`src/rtl/mp_pkg.sv`:
```
`default_nettype none
// +--------------------------------------------------------------------+
// | mp_pkg : shared types and constants for the issue controller slice |
// | Revision: 1.0                                                      |
// +--------------------------------------------------------------------+
package mp_pkg;

  localparam int OPC_W    = 6;
  localparam int REG_AW   = 5;
  localparam int INSTR_W  = 32;

  localparam int OPC_LSB  = 0;
  localparam int SRC1_LSB = 6;
  localparam int SRC2_LSB = 11;
  localparam int DST_LSB  = 16;
  localparam int FIELD_W  = DST_LSB + REG_AW;

  localparam logic [OPC_W-1:0] OPC_LAST = 6'd11;

  typedef struct packed {
    logic [REG_AW-1:0] dst;
    logic [REG_AW-1:0] src2;
    logic [REG_AW-1:0] src1;
    logic [OPC_W-1:0]  opcode;
  } instr_t;

  function automatic logic is_legal(input logic [OPC_W-1:0] op);
    return op <= OPC_LAST;
  endfunction

endpackage
`default_nettype wire

```
`src/rtl/mp_instr_fifo.sv`:
```
`default_nettype none
// +--------------------------------------------------------------------+
// | mp_instr_fifo : DEPTH-entry instruction FIFO with synchronous flush |
// | Revision: 1.0                                                      |
// +--------------------------------------------------------------------+
module mp_instr_fifo
  import mp_pkg::*;
#(
  parameter int DEPTH = 4
) (
  input  logic                     clk,
  input  logic                     rst_n,
  input  logic                     push,
  input  logic                     pop,
  input  logic                     flush,
  input  instr_t                   din,
  output instr_t                   dout,
  output logic                     full,
  output logic                     empty,
  output logic [$clog2(DEPTH):0]   count
);

  localparam int AW = $clog2(DEPTH);

  instr_t          r_mem [DEPTH];
  logic [AW-1:0]   r_wr_ptr;
  logic [AW-1:0]   r_rd_ptr;
  logic [AW:0]     r_count;
  logic            w_push;
  logic            w_pop;

  assign full   = (r_count == (AW+1)'(DEPTH));
  assign empty  = (r_count == '0);
  assign count  = r_count;
  assign dout   = r_mem[r_rd_ptr];
  assign w_push = push && !full;
  assign w_pop  = pop && !empty;

  always_ff @(posedge clk or negedge rst_n) begin
    if (!rst_n) begin
      r_wr_ptr <= '0;
      r_rd_ptr <= '0;
      r_count  <= '0;
    end else if (flush) begin
      r_wr_ptr <= '0;
      r_rd_ptr <= '0;
      r_count  <= '0;
    end else begin
      if (w_push) r_wr_ptr <= r_wr_ptr + 1'b1;
      if (w_pop)  r_rd_ptr <= r_rd_ptr + 1'b1;
      case ({w_push, w_pop})
        2'b10:   r_count <= r_count + 1'b1;
        2'b01:   r_count <= r_count - 1'b1;
        default: r_count <= r_count;
      endcase
    end
  end

  // Storage is not reset; the count alone decides what is valid.
  always_ff @(posedge clk) begin
    if (w_push && !flush) r_mem[r_wr_ptr] <= din;
  end

endmodule
`default_nettype wire

```
`src/rtl/mp_issue_ctrl.sv`:
```
`default_nettype none
// +--------------------------------------------------------------------+
// | mp_issue_ctrl : instruction buffer, RAW stall and execute stage     |
// | Revision: 1.0                                                      |
// +--------------------------------------------------------------------+
module mp_issue_ctrl
  import mp_pkg::*;
#(
  parameter int DEPTH = 4,
  parameter int CNT_W = 8
) (
  input  logic                clk,
  input  logic                rst_n,
  input  logic                in_valid,
  output logic                in_ready,
  input  logic [31:0]         in_instr,
  input  logic                flush,
  output logic [REG_AW-1:0]   rd_addr1,
  output logic [REG_AW-1:0]   rd_addr2,
  output logic [OPC_W-1:0]    ex_opcode,
  output logic                wr_en,
  output logic [REG_AW-1:0]   wr_addr,
  output logic                stall,
  output logic                busy,
  output logic [CNT_W-1:0]    illegal_cnt,
  output logic [CNT_W-1:0]    stall_cnt
);

  instr_t                   w_head;
  logic                     w_full;
  logic                     w_empty;
  logic [$clog2(DEPTH):0]   w_count;
  logic                     w_push;
  logic                     w_pop;
  logic                     w_can;
  logic                     w_hazard;
  logic                     w_issue;
  logic                     w_drop;
  logic                     w_stall;
  logic                     w_unused_bits;

  logic                     r_ex_valid;
  logic [OPC_W-1:0]         r_ex_opcode;
  logic [REG_AW-1:0]        r_ex_dst;
  logic [REG_AW-1:0]        r_rd1;
  logic [REG_AW-1:0]        r_rd2;
  logic [CNT_W-1:0]         r_illegal_cnt;
  logic [CNT_W-1:0]         r_stall_cnt;

  assign w_unused_bits = ^in_instr[INSTR_W-1:FIELD_W];

  // No pass-through at full: a same-cycle pop does not reopen the input.
  assign in_ready = rst_n && !w_full;
  assign w_push   = in_valid && in_ready && !flush;

  assign w_can    = !w_empty && !flush;
  assign w_hazard = r_ex_valid &&
                    ((r_ex_dst == w_head.src1) || (r_ex_dst == w_head.src2));
  assign w_drop   = w_can && !is_legal(w_head.opcode);
  assign w_stall  = w_can && is_legal(w_head.opcode) && w_hazard;
  assign w_issue  = w_can && is_legal(w_head.opcode) && !w_hazard;
  assign w_pop    = w_drop || w_issue;

  mp_instr_fifo #(
    .DEPTH (DEPTH)
  ) u_fifo (
    .clk   (clk),
    .rst_n (rst_n),
    .push  (w_push),
    .pop   (w_pop),
    .flush (flush),
    .din   (instr_t'(in_instr[FIELD_W-1:0])),
    .dout  (w_head),
    .full  (w_full),
    .empty (w_empty),
    .count (w_count)
  );

  assign rd_addr1    = w_issue ? w_head.src1 : r_rd1;
  assign rd_addr2    = w_issue ? w_head.src2 : r_rd2;
  assign ex_opcode   = r_ex_opcode;
  assign wr_en       = r_ex_valid;
  assign wr_addr     = r_ex_dst;
  assign stall       = w_stall;
  assign busy        = (w_count != '0) || r_ex_valid;
  assign illegal_cnt = r_illegal_cnt;
  assign stall_cnt   = r_stall_cnt;

  always_ff @(posedge clk or negedge rst_n) begin
    if (!rst_n) begin
      r_ex_valid    <= 1'b0;
      r_ex_opcode   <= '0;
      r_ex_dst      <= '0;
      r_rd1         <= '0;
      r_rd2         <= '0;
      r_illegal_cnt <= '0;
      r_stall_cnt   <= '0;
    end else begin
      r_ex_valid <= w_issue;
      if (w_issue) begin
        r_ex_opcode <= w_head.opcode;
        r_ex_dst    <= w_head.dst;
        r_rd1       <= w_head.src1;
        r_rd2       <= w_head.src2;
      end
      if (w_drop && (r_illegal_cnt != '1))
        r_illegal_cnt <= r_illegal_cnt + 1'b1;
      if (w_stall && (r_stall_cnt != '1))
        r_stall_cnt <= r_stall_cnt + 1'b1;
    end
  end

endmodule
`default_nettype wire

```
`config.mk`:
```
export PLATFORM = sky130hd
export DESIGN_NAME = mp_issue_ctrl
export DESIGN_NICKNAME = d
export VERILOG_FILES = /design/src/rtl/mp_pkg.sv /design/src/rtl/mp_instr_fifo.sv /design/src/rtl/mp_issue_ctrl.sv
export SDC_FILE = /design/constraint.sdc
export NUM_CORES = 1
export LEC_CHECK = 0
export CAP_MARGIN = 20
export CORE_MARGIN = 5
export CORE_UTILIZATION = 45
export CTS_CLUSTER_SIZE = 20
export DETAILED_ROUTE_END_ITERATION = 8
export GPL_ROUTABILITY_DRIVEN = 0
export GPL_TIMING_DRIVEN = 0
export PLACE_DENSITY = 0.75
export SETUP_SLACK_MARGIN = 0.1
export SLEW_MARGIN = 20
export SYNTH_ARGS = -nofsm -noshare
export SYNTH_HDL_FRONTEND = slang
export SYNTH_SLANG_ARGS = --single-unit
```
`constraint.sdc`:
```
create_clock -name clk -period 7.6 [get_ports clk]
set_input_delay 1.14 -clock clk [delete_from_list [all_inputs] [get_ports clk]]
set_output_delay 1.14 -clock clk [all_outputs]
set_load 0.03 [all_outputs]
```
; After elaboration in Yosys (flattened, before gate mapping)
; Memory sizes are Yosys's and may differ from the RTL's.
; Cells that the tools add are included.
[classes]
n_addsub = 6
n_div = 0
n_lt_le_gt_ge = 1
n_shift = 0
n_reduce_logical = 27
n_bitwise = 0
n_eq_ne = 7
mux = 10
n_mul = 0
[op_table]
columns = cell, count
row1 = 8-bit by 1-bit adder with 8-bit output (second input constant), 2
row2 = 8-bit inequality test (second input constant), 2
row3 = 1-bit logical AND, 14
row4 = 5-bit == test, 2
row5 = 5-bit two-way mux, 2
row6 = 2-bit two-way mux, 4
row7 = 6-bit by 4-bit less-or-equal comparator with 1-bit output (second input constant), 1
row8 = 3-bit case mux with 2 select lines, 1
row9 = 3-bit nonzero test, 2
row10 = 1-bit logical NOT, 5
row11 = 2-bit by 1-bit adder with 2-bit output (second input constant), 2
row12 = 2-bit nonzero test, 2
row13 = 3-bit by 1-bit adder with 3-bit output (second input constant), 1
row14 = 3-bit == test (second input constant), 1
row15 = 3-bit logical NOT, 1
row16 = 1-bit logical OR, 3
row17 = 3-bit two-way mux, 1
row18 = 3-bit by 1-bit subtractor with 3-bit output (second input constant), 1
row19 = 2-bit by 1-bit == test with 1-bit output (second input constant), 1
row20 = 2-bit == test (second input constant), 1
row21 = 1-bit two-way mux, 2
[totals]
mem_count = 1
output_inout_bits = 41
ff_bits = 45
mem_bits_ro = 0
wordCells = 62
latch_bits = 0
in_bits = 36
ramBits = 84
[mem_list]
columns = memory, depth, word_bits, read_ports, rd_clocked_by_memory_dff, wr, line
row1 = u_fifo.r_mem, 4, 21, 1, 0, 1, mp_instr_fifo.sv:25  ; instr_t r_mem [DEPTH];

; Longest topological paths before layout
; Gate-level depths: netlist of run 1.
; An unclocked memory read counts as a cell.
[logic_depth]
depth_word = 11
mapped_depth = 12
mapped_depth_nobuf = 10

; Cells and area by module
; From an unflattened synthesis of run 1, not the netlist that was laid out.
[hier_totals]
hier_cells = 307
area_unflattened_um2 = 5408.9
[modules_own_cells]
columns = module, n_inst, area_per_inst_um2, cells_per_inst, seq_area_each_um2
row1 = mp_instr_fifo, 1, 3575.9, 174, 2697.6
row2 = mp_issue_ctrl, 1, 1833.0, 133, 950.9

; Least setup slack after synthesis of run 1
; Ideal clock, no wire load.
[synth_timing]
kind = flip-flop to output port
start = register u_fifo.r_rd_ptr[0]
end = output port rd_addr1[3]
arrival_ps = 2462
n_path_buf = 2
t_required_ps = 6460
slack_ps = 3998
path_stages_with_launch = 8
path_cell_list = dfrtp_1 -> buf_6 -> mux4_2 -> a221o_1 -> or3_4 -> nor2_4 -> buf_4 -> mux2_1
[synth_via]
elab_chain_len = 7
elab_cells_between_ends = 10
classes_between = order compare: 1 / eq/ne: 2 / mux: 1 / reduce/logical: 5 / memory: 1
[synth_rtl]
columns = element, line
row1 = "start, declared", mp_instr_fifo.sv:27  ; logic [AW-1:0] r_rd_ptr;
row2 = "start signal, assigned", mp_instr_fifo.sv:50  ; if (w_pop) r_rd_ptr <= r_rd_ptr + 1'b1;
row3 = memory read 4 x 21 bit *, --
row4 = branches (longest 4 deep; another with 6-bit by 4-bit less-or-equal comparator with 1-bit output), --
row5 = 1-bit logical AND *, mp_issue_ctrl.sv:61  ; assign w_issue = w_can && is_legal(w_head.opcode) && !w_hazard;
row6 = via w_issue, mp_issue_ctrl.sv:37  ; logic w_issue;
row7 = 5-bit two-way mux *, --
row8 = "end, declared", mp_issue_ctrl.sv:18  ; output logic [REG_AW-1:0] rd_addr1,
; Mark *: on every way through the listed nets, which the timed path passes.

; Final worst setup path of run 1
[layout_timing]
start = register u_fifo.r_rd_ptr[0]
end = output port rd_addr2[1]
[layout_via]
elab_chain_len = 7
elab_cells_between_ends = 10
classes_between = order compare: 1 / eq/ne: 2 / mux: 1 / reduce/logical: 5 / memory: 1
[layout_rtl]
columns = element, line
row1 = memory read 4 x 21 bit *, --
row2 = branches (longest 4 deep; another with 6-bit by 4-bit less-or-equal comparator with 1-bit output), --
row3 = 1-bit logical AND *, mp_issue_ctrl.sv:61
row4 = via w_issue, mp_issue_ctrl.sv:37
row5 = 5-bit two-way mux *, --
row6 = "end, declared", mp_issue_ctrl.sv:19  ; output logic [REG_AW-1:0] rd_addr2,
; Marks and branches as above.

==> out/summary.txt, run 1 <==
die area - 14,000 sq um
clk buf depth - 2
filler cell count - 842
cell area power density - 370 nW/um^2
Non-Filler Instances - 553
# Post-CTS Setup Buffers - 0
syn_nets - 355
top cells by area, synth - edfxtp_1, dfrtp_1, mux4_2
cts bufs inserted - 17
CP required - 6.46 ns
Synth cell types - 43
layout cells sized above 1 - 20.2%
Max FO, Critical Path - 10
Crit. End Element - output pin
clk slew on worst S/H paths - 0.06 ns
crit path time final - 4.87 ns
post-placement cell area - 6120 sq um
asr flop ratio synth - 34.9%
vias in the first global route - 3,280
port bufs - 65
CP Launch Type - flip-flop
post-DR vias/cell - 5.42
io pins - 77
final setup fails - 0
Warnings, synthesis - 0
Nets - 440
syn avg cell area - 16.9 sq um
Die Wd - 118 um
Peak supply drop - 0.276 mV
hpwl dp - 7070 um
antenna viol nets, final - 0
grt ovf - 0
worst slew pin tran - 0.841 ns
first-pass detailed-route iteration total - 4
initial antenna violation count - 0
top cell type's share of synthesized area - 47.8%
Routed WL - 10,800 um
Clock Latency Late Sink - 0.41 ns
max-cap viol count - 0
Clock Skew - 0.0109 ns
pin count of the biggest net entering global routing - 25
initial DRC count - 293
DRC errors left - 0
total clock sinks - 129
GRT Total Usage - 16.3%
Slew HR - 44.0%
post-route cell area - 6760 sq um
Synth Register Bits - 129
EDFF count, synth - 84
count leader, synth - edfxtp_1
Mapped Cells - 312
htree depth - 4
Post-CTS Resized - 0
initial core utilization - 46.0%
Critical Path AT - 3.73 ns
first-pass GRT wire length - 17,500 um
final setup TNS - 0 ns
RSZ-0062 raised after global routing - no
Root Buffer - clkbuf_16
P&R area growth vs syn - 28.1%
DIE HEIGHT - 118 um
TritonCTS clock tree - yes
Synth Flop Type - edfxtp_1
hold buffers post-CTS - 0
placed instance count - 521
Final period util - 64.0%
register area share after synthesis - 69.2%
Mapped Area - 5280 sq um
row count - 39
post-DR wirelength/cell - 19.6 um
crit path kind - flip-flop to output pin
status - complete, no violations
Final Hold Fails - 0
Peak Freq - 206 MHz
antenna diode count - 0
Slew Limit Fails - 0
via count - 2,997
r2r setup slk - 4.18 ns
leakage - 2.48 nW
Post-synth top cells - edfxtp_1, dfrtp_1, xnor2_1, mux2_2, mux4_2
largest area contributor in the netlist - edfxtp_1
core area - 11,500 sq um
Worst Hold Class - flip-flop to flip-flop
cell type report:
type	count	area [sq um]	area share (%)
Buffer	10	63.8	0.945
Clock inverter	14	201	2.98
Tap cell	143	179	2.65
Sequential cell	129	3650	54.0
Multi-Input combinational cell	170	1560	23.0
Inverter	3	11.3	0.167
Clock buffer	18	429	6.35
Timing Repair Buffer	66	666	9.85
worst paths after layout:
| kind | start | end | cells after the start |
|---|---|---|---|
| setup / recovery | u_fifo.r_rd_ptr[0] | rd_addr2[1] | 8 |
| hold / removal | r_rd1[3] | r_rd1[3] | 1 |
| setup reg to reg | u_fifo.r_rd_ptr[0] | u_fifo.count[2] | 11 |
| hold reg to reg | r_rd1[3] | r_rd1[3] | 1 |
| max in group asynchronous | rst_n | wr_addr[3] | 2 |
| min in group asynchronous | rst_n | illegal_cnt[2] | 1 |
routing by layer:
| layer | vias to the layer above | GRT usage (%) | routed length, um |
|---|---|---|---|
| met5 | - | 0 | 0 |
| met4 | 0 | 4.37 | 121 |
| met3 | 11 | 5.68 | 555 |
| met2 | 98 | 26.2 | 5360 |
| met1 | 1528 | 21.2 | 4780 |
| li1 | 1360 | - | - |
cell families after synthesis:
family / count (synthesis) / synth area share, %
XOR/XNOR: 27 / 4.74
flip-flops: 129 / 69.2
adder cells (fa/ha/maj): 7 / 1.80
buffers and inverters: 13 / 1.42
AND/OR/NAND/NOR: 74 / 7.40
AO/OA/AOI/OAI: 17 / 2.37
multiplexers: 45 / 13.1
power breakdown:
group          switching [mW]  internal [mW]
clock                   0.309          0.555
combinational           0.389          0.330
sequential             0.0764          0.839
total                   0.774           1.72
per-stage QoR:
| stage | setup slack, ns | util, % | total power, mW | hold WS, ns |
|---|---|---|---|---|
| after CTS | 2.72 | 58.9 | 2.52 | 0.490 |
| after global routing | 2.61 | 58.9 | 2.60 | 0.511 |
| after floorplan | 4.00 | - | 1.37 | 0.543 |
| final | 2.73 | 58.9 | 2.50 | 0.485 |
| after detailed placement | 2.97 | 53.4 | 1.65 | 0.477 |
| after global placement | 2.06 | 53.2 | 1.63 | 0.468 |
layout by cell type (no fill, tap or decap), drive strengths merged, types with 3 or more instances in the layout:
cell type / count
clkdlybuf4s50: 64
mux2: 22
inv: 8
a21oi: 6
and2: 6
ha: 6
dfrtp: 45
bufinv: 4
nor2: 17
edfxtp: 84
buf: 9
nand3: 10
clkinv: 4
and3: 4
nand4: 6
nand2: 13
nor2b: 3
clkbuf: 21
nor3: 6
mux4: 17
xor2: 7
mux2i: 6
xnor2: 19
registers in the layout, indices dropped and copies added (netlist names):
signal,flops
u_fifo.r_wr_ptr,2
r_rd1,5
wr_addr,5
illegal_cnt,8
u_fifo.count,3
ex_opcode,6
wr_en,1
stall_cnt,8
u_fifo.r_mem,84
r_rd2,5
u_fifo.r_rd_ptr,2
worst max-delay path: stages, from the launching register on:
cell and delay, ns:
dfrtp_1 0.35, buf_6 0.15, mux4_2 0.53, a221o_1 0.47
or3_4 0.40, nor2_4 0.16, buf_4 0.23, mux2_1 0.39
clkdlybuf4s50_1 0.63
Note: power is estimated with default switching activity, not from simulation.
==> run 2: changes to the inputs <==
PLACE_DENSITY = 0.78   (was 0.75)
clock period = 4.2 ns   (was 7.6 ns; I/O delays follow)
==> out/summary.txt, run 2 (synthesis results as in run 1) <==
status - complete, no violations
clk slew on worst S/H paths - 0.06 ns (about the same)
met3 GRT Util - 5.73% (+0.048 points)
met2 usage - 26.5% (+0.32 points)
Die Wd - 118 um (unchanged)
initial antenna violation count - 0 (unchanged)
Top Usage Layer GRT - met2
Clock Latency Late Sink - 0.41 ns (about the same)
Crit. End Element - output pin
Worst Hold Class - input pin to async pin
hold buffers post-CTS - 0 (unchanged)
met1 usage in global routing - 19.8% (-1.4 points)
die area - 14,000 sq um (unchanged)
pin count of the biggest net entering global routing - 31 (+24%)
Max FO, Critical Path - 10 (unchanged)
first-pass GRT wire length - 17,100 um (-2.6%)
cell area power density - 641 nW/um^2 (+73%)
cts bufs inserted - 17 (unchanged)
vias in the first global route - 3,115 (-5.0%)
clk buf depth - 2 (unchanged)
antenna viol nets, final - 0 (unchanged)
CP Launch Type - flip-flop
cell repeated most along the worst path - buf_6
antenna diode count - 0 (unchanged)
reg2reg start - u_fifo.r_rd_ptr[0]
post-placement cell area - 6140 sq um (+0.22%)
P&R area growth vs syn - 27.3%
initial DRC count - 269 (-8.2%)
io pins - 77 (unchanged)
RSZ-0062 raised after global routing - no
Largest register FFs - 84 (unchanged)
GRT Total Usage - 16.0% (-0.24 points)
initial core utilization - 46.0% (unchanged)
crit path kind - flip-flop to output pin
worst slew pin tran - 0.799 ns (-0.0419 ns)
Critical Path AT - 3.31 ns (-0.42 ns)
r2r setup slk - 0.76 ns (-3.42 ns)
sequential cell area - 3650 sq um (unchanged)
htree depth - 4 (unchanged)
port bufs - 65 (unchanged)
Worst R2R End - u_fifo.count[1]
Largest Register - u_fifo.r_mem
via count - 3,011 (+0.47%)
Post-Place Setup Slack - 0.301 ns (-2.67 ns)
most common cell after layout, fill and taps aside - edfxtp_1
crit path time final - 3.94 ns
Worst R2R Path Depth - 10 (-1)
first-pass detailed-route iteration total - 4 (unchanged)
Slew Limit Fails - 0 (unchanged)
max-cap viol count - 0 (unchanged)
Non-Filler Instances - 559 (+1.1%)
CP Launch Point - u_fifo.r_rd_ptr[0]
DRC errors left - 0 (unchanged)
multi-input logic area - 1560 sq um (about the same)
leakage - 2.48 nW (-0.11%)
Peak Freq - 254 MHz
core area - 11,500 sq um (unchanged)
Nets - 446 (+1.4%)
Clock Skew - 0.00800 ns (-0.00291 ns)
Routed WL - 10,600 um (-1.5%)
post-DR wirelength/cell - 19.0 um (-2.6%)
Final Hold Fails - 0 (unchanged)
final setup fails - 0 (unchanged)
cells along the critical path - buf_6 > buf_6 > mux4_2 > xnor2_1 > nand4_1 > or2_1 > nand2_1 > nor2_4 > buf_6 > mux2_1 > dlygate4sd2_1
row count - 39 (unchanged)
layout cells sized above 1 - 22.8% (+2.6 points)
Slew HR - 46.7% (+2.8 points)
final core occ - 58.5% (-0.37 points)
grt ovf - 0 (unchanged)
Pwr Total - 4.30 mW (+72%)
total clock sinks - 129 (unchanged)
Root Buffer - clkbuf_16
placed instance count - 522 (+0.19%)
filler cell count - 882 (+4.8%)
Peak supply drop - 0.429 mV (+56%)
CP required - 3.57 ns (-2.89 ns)
post-DR vias/cell - 5.39 (-0.61%)
post-route cell area - 6710 sq um (-0.63%)
Final WS setup - 0.261 ns (-2.47 ns)
most frequent cells in the layout - edfxtp_1, clkdlybuf4s50_1, dfrtp_1
TritonCTS clock tree - yes
Final period util - 93.8%
hpwl dp - 7240 um (+2.4%)
DIE HEIGHT - 118 um (unchanged)
Worst path slowest cell - mux4_2
worst stage delay on the critical path - 0.56 ns (-0.07 ns)
## run 2: how the worst max path moves through the flow
| stage | end | slack [ns] | depth (start not counted) |
|---|---|---|---|
| 6_report | rd_addr2[0] | 0.26 | 11 |
| 5_1_grt | rd_addr2[0] | 0.12 | 11 |
| 4_1_cts | rd_addr2[1] | 0.09 | 8 |
| 3_5_place_dp | rd_addr2[1] | 0.30 | 8 |
| 3_3_place_gp | u_fifo.r_mem[1][13] | -0.66 | 5 |
| 2_1_floorplan | rd_addr1[3] | 1.11 | 7 |
## run 2: critical path, delay by kind of cell, from the launching register on
family / cells / cell delay [ns]
buffers and inverters: 4 / 0.85
and+or+nand+nor: 4 / 0.68
xor gates and xnor gates: 1 / 0.16
DFF: 1 / 0.34
muxes: 2 / 0.89
## run 2: repair_timing
item / 4_1_cts / 5_1_grt
pin swaps: 0 / 1
gates resized for setup: 10 / 15
setup buffers: 0 / 5
setup endpoints to repair: 10 / 10
## run 2: per-stage QoR
step | TNS [ns] | hold WS [ns]
after global routing | 0 | 0.178
after floorplan | 0 | 0.334
after detailed placement | 0 | 0.475
after CTS | 0 | 0.159
after global placement | -54.72 | 0.469
final | 0 | 0.171
## run 2: cell type report
type / count / area share [%]
sequential: 129 / 54.4
multi-input combinational: 170 / 23.2
timing repair buffer: 72 / 10.2
clock buffer: 18 / 6.54
tap: 143 / 2.67
clock inverter: 14 / 1.83
buffer: 10 / 1.10
inverter: 3 / 0.168
## run 2: metal layers
metal / part of all wire [%] / up-vias
met3: 5.9 / 10
li1: - / 1377
met2: 51 / 96
met4: 0.93 / 0
met5: 0 / -
met1: 42 / 1528
## run 2: power by group
group | leakage (nW) | switching, mW | internal (mW)
Sequential | 1.34 | 0.137 | 1.52
Combinational | 0.872 | 0.704 | 0.567
Clock | 0.263 | 0.586 | 0.790
Total | 2.48 | 1.43 | 2.87
==> run 3: changes to the inputs <==
CTS_CLUSTER_DIAMETER = 40   (was not set)
MAX_ROUTING_LAYER = met4   (was not set)
SLEW_MARGIN = 30   (was 20)
==> out/summary.txt, run 3 (synthesis results as in run 1) <==
status - complete, no violations
initial core utilization - 46.0% (unchanged)
P_sw - 1.43 mW (about the same)
worst slew pin tran - 0.787 ns (-0.0120 ns)
cts bufs inserted - 17 (unchanged)
Crit. End Element - output pin
first-pass detailed-route iteration total - 4 (unchanged)
post-placement cell area - 6110 sq um (-0.51%)
Routed WL - 10,700 um (+0.89%)
grt ovf - 0 (unchanged)
Peak Freq - 256 MHz (+0.91%)
final setup TNS - 0 ns (unchanged)
Switching Fraction - 32.4% (-0.74 points)
Cell Int Power - 2.97 mW (+3.4%)
cell area power density - 659 nW/um^2 (+2.8%)
first-pass GRT wire length - 17,200 um (+0.56%)
hpwl dp - 7000 um (-3.4%)
row count - 39 (unchanged)
layout cells sized above 1 - 22.7% (-0.098 points)
pin count of the biggest net entering global routing - 47 (+52%)
Root Buffer - clkbuf_16
Logic pwr share - 28.2% (-1.3 points)
io pins - 77 (unchanged)
initial antenna violation count - 0 (unchanged)
max-cap viol count - 0 (unchanged)
final core occ - 58.2% (-0.32 points)
GRT Total Usage - 16.7% (+0.66 points)
clk slew on worst S/H paths - 0.06 ns (about the same)
Clock Latency Late Sink - 0.41 ns (about the same)
post-route cell area - 6680 sq um (-0.54%)
Worst Hold Class - input pin to async pin
htree depth - 4 (unchanged)
die area - 14,000 sq um (unchanged)
RSZ-0062 raised after global routing - no
most common cell after layout, fill and taps aside - edfxtp_1
Largest register FFs - 84 (unchanged)
Clock Skew - 0.00985 ns (+0.00185 ns)
total clock sinks - 129 (unchanged)
antenna viol nets, final - 0 (unchanged)
final setup fails - 0 (unchanged)
CP required - 3.57 ns (about the same)
P&R area growth vs syn - 26.6%
DRC errors left - 0 (unchanged)
Slew Limit Fails - 0 (unchanged)
Die Wd - 118 um (unchanged)
Final Hold Fails - 0 (unchanged)
DIE HEIGHT - 118 um (unchanged)
Max FO, Critical Path - 10 (unchanged)
clock share of power - 34.1% (+2.1 points)
leakage - 2.46 nW (-0.82%)
antenna diode count - 0 (unchanged)
crit path time final - 3.90 ns (-0.0356 ns)
Slew HR - 47.5% (+0.80 points)
Peak supply drop - 0.600 mV (+40%)
Nets - 439 (-1.6%)
post-DR vias/cell - 5.37 (-0.38%)
Final period util - 92.9% (-0.85 points)
CP Launch Type - flip-flop
Worst R2R Path Depth - 11 (+1)
crit path kind - flip-flop to output pin
clk buf depth - 2 (unchanged)
Critical Path AT - 3.27 ns (-0.04 ns)
TritonCTS clock tree - yes
initial DRC count - 221 (-18%)
port bufs - 65 (unchanged)
via count - 2,962 (-1.6%)
post-DR wirelength/cell - 19.5 um (+2.2%)
hold buffers post-CTS - 0 (unchanged)
most frequent cells in the layout - edfxtp_1, clkdlybuf4s50_1, dfrtp_1
Largest Register - u_fifo.r_mem
Fin Hold WS - 0.226 ns (+0.0553 ns)
core area - 11,500 sq um (unchanged)
register share of total power - 37.6% (-0.9 points)
vias in the first global route - 3,116 (+0.032%)
-- run 3: changes by cell type in the layout (fill, tap and decap cells not counted), moves of 2 or more --
cell           before  now
clkbuf_2            6   10
dlygate4sd2_1       4    0
buf_4               5    2
bufinv_16           0    2
-- run 3: worst max-delay path: stages (launching register included) --
cell and delay, ns:
dfrtp_1 0.34, buf_6 0.15, buf_6 0.18, mux4_2 0.56
xnor2_1 0.15, nand4_1 0.16, or2_1 0.31, a21oi_4 0.28
clkdlybuf4s50_1 0.72
-- run 3: cell type report --
cell class	count	area, sq um
multi-input cells	170	1560
repair buffers	65	598
clock inverters	14	170
clock buffers	18	439
well taps	143	179
flip-flops and latches	129	3650
inverters	3	11.3
plain buffers	10	73.8
fillers	875	4790
-- run 3: what timing repair did --
item                                    CTS  global route
buffers inserted                          0             0
endpoints found under the setup margin   10            10
gates resized for setup                  11            22
-- run 3: layer usage --
metal | part of all wire [%] | up-vias | global-route usage [%]
met5 | 0 | - | -
li1 | - | 1354 | -
met2 | 50 | 106 | 26.4
met3 | 5.8 | 15 | 5.59
met1 | 43 | 1487 | 20.3
met4 | 1.6 | 0 | 5.66
-- run 3: final timing paths --
| check | slack, ns | from | endpoint |
|---|---|---|---|
| max | 0.30 | u_fifo.r_rd_ptr[0] | stall |
| min | 0.23 | rst_n | illegal_cnt[3] |
| max reg2reg | 0.83 | u_fifo.r_rd_ptr[0] | u_fifo.count[1] |
| min reg2reg | 0.49 | r_rd2[0] | r_rd2[0] |
| max in group asynchronous | 3.55 | rst_n | r_rd1[3] |
| min in group clk | 0.49 | r_rd2[0] | r_rd2[0] |
-- run 3: metrics by stage --
| stage | setup slack [ns] | std cells | total power [mW] |
|---|---|---|---|
| 2_1_floorplan | 1.11 | 312 | 2.48 |
| 3_3_place_gp | -0.655 | 520 | 2.95 |
| 3_5_place_dp | 0.297 | 520 | 2.98 |
| 4_1_cts | 0.0838 | 552 | 4.45 |
| 5_1_grt | 0.161 | 552 | 4.60 |
| 6_report | 0.297 | 552 | 4.40 |
-- run 3: power groups by stage --
| stage | Sequential [mW] | Combinational, mW | Clock (mW) |
|---|---|---|---|
| floorplan | 1.78 | 0.706 | 0 |
| global placement | 1.67 | 1.27 | 0 |
| detailed placement | 1.68 | 1.30 | 0 |
| CTS | 1.66 | 1.27 | 1.53 |
| global route | 1.68 | 1.33 | 1.60 |
| finish | 1.65 | 1.24 | 1.50 |
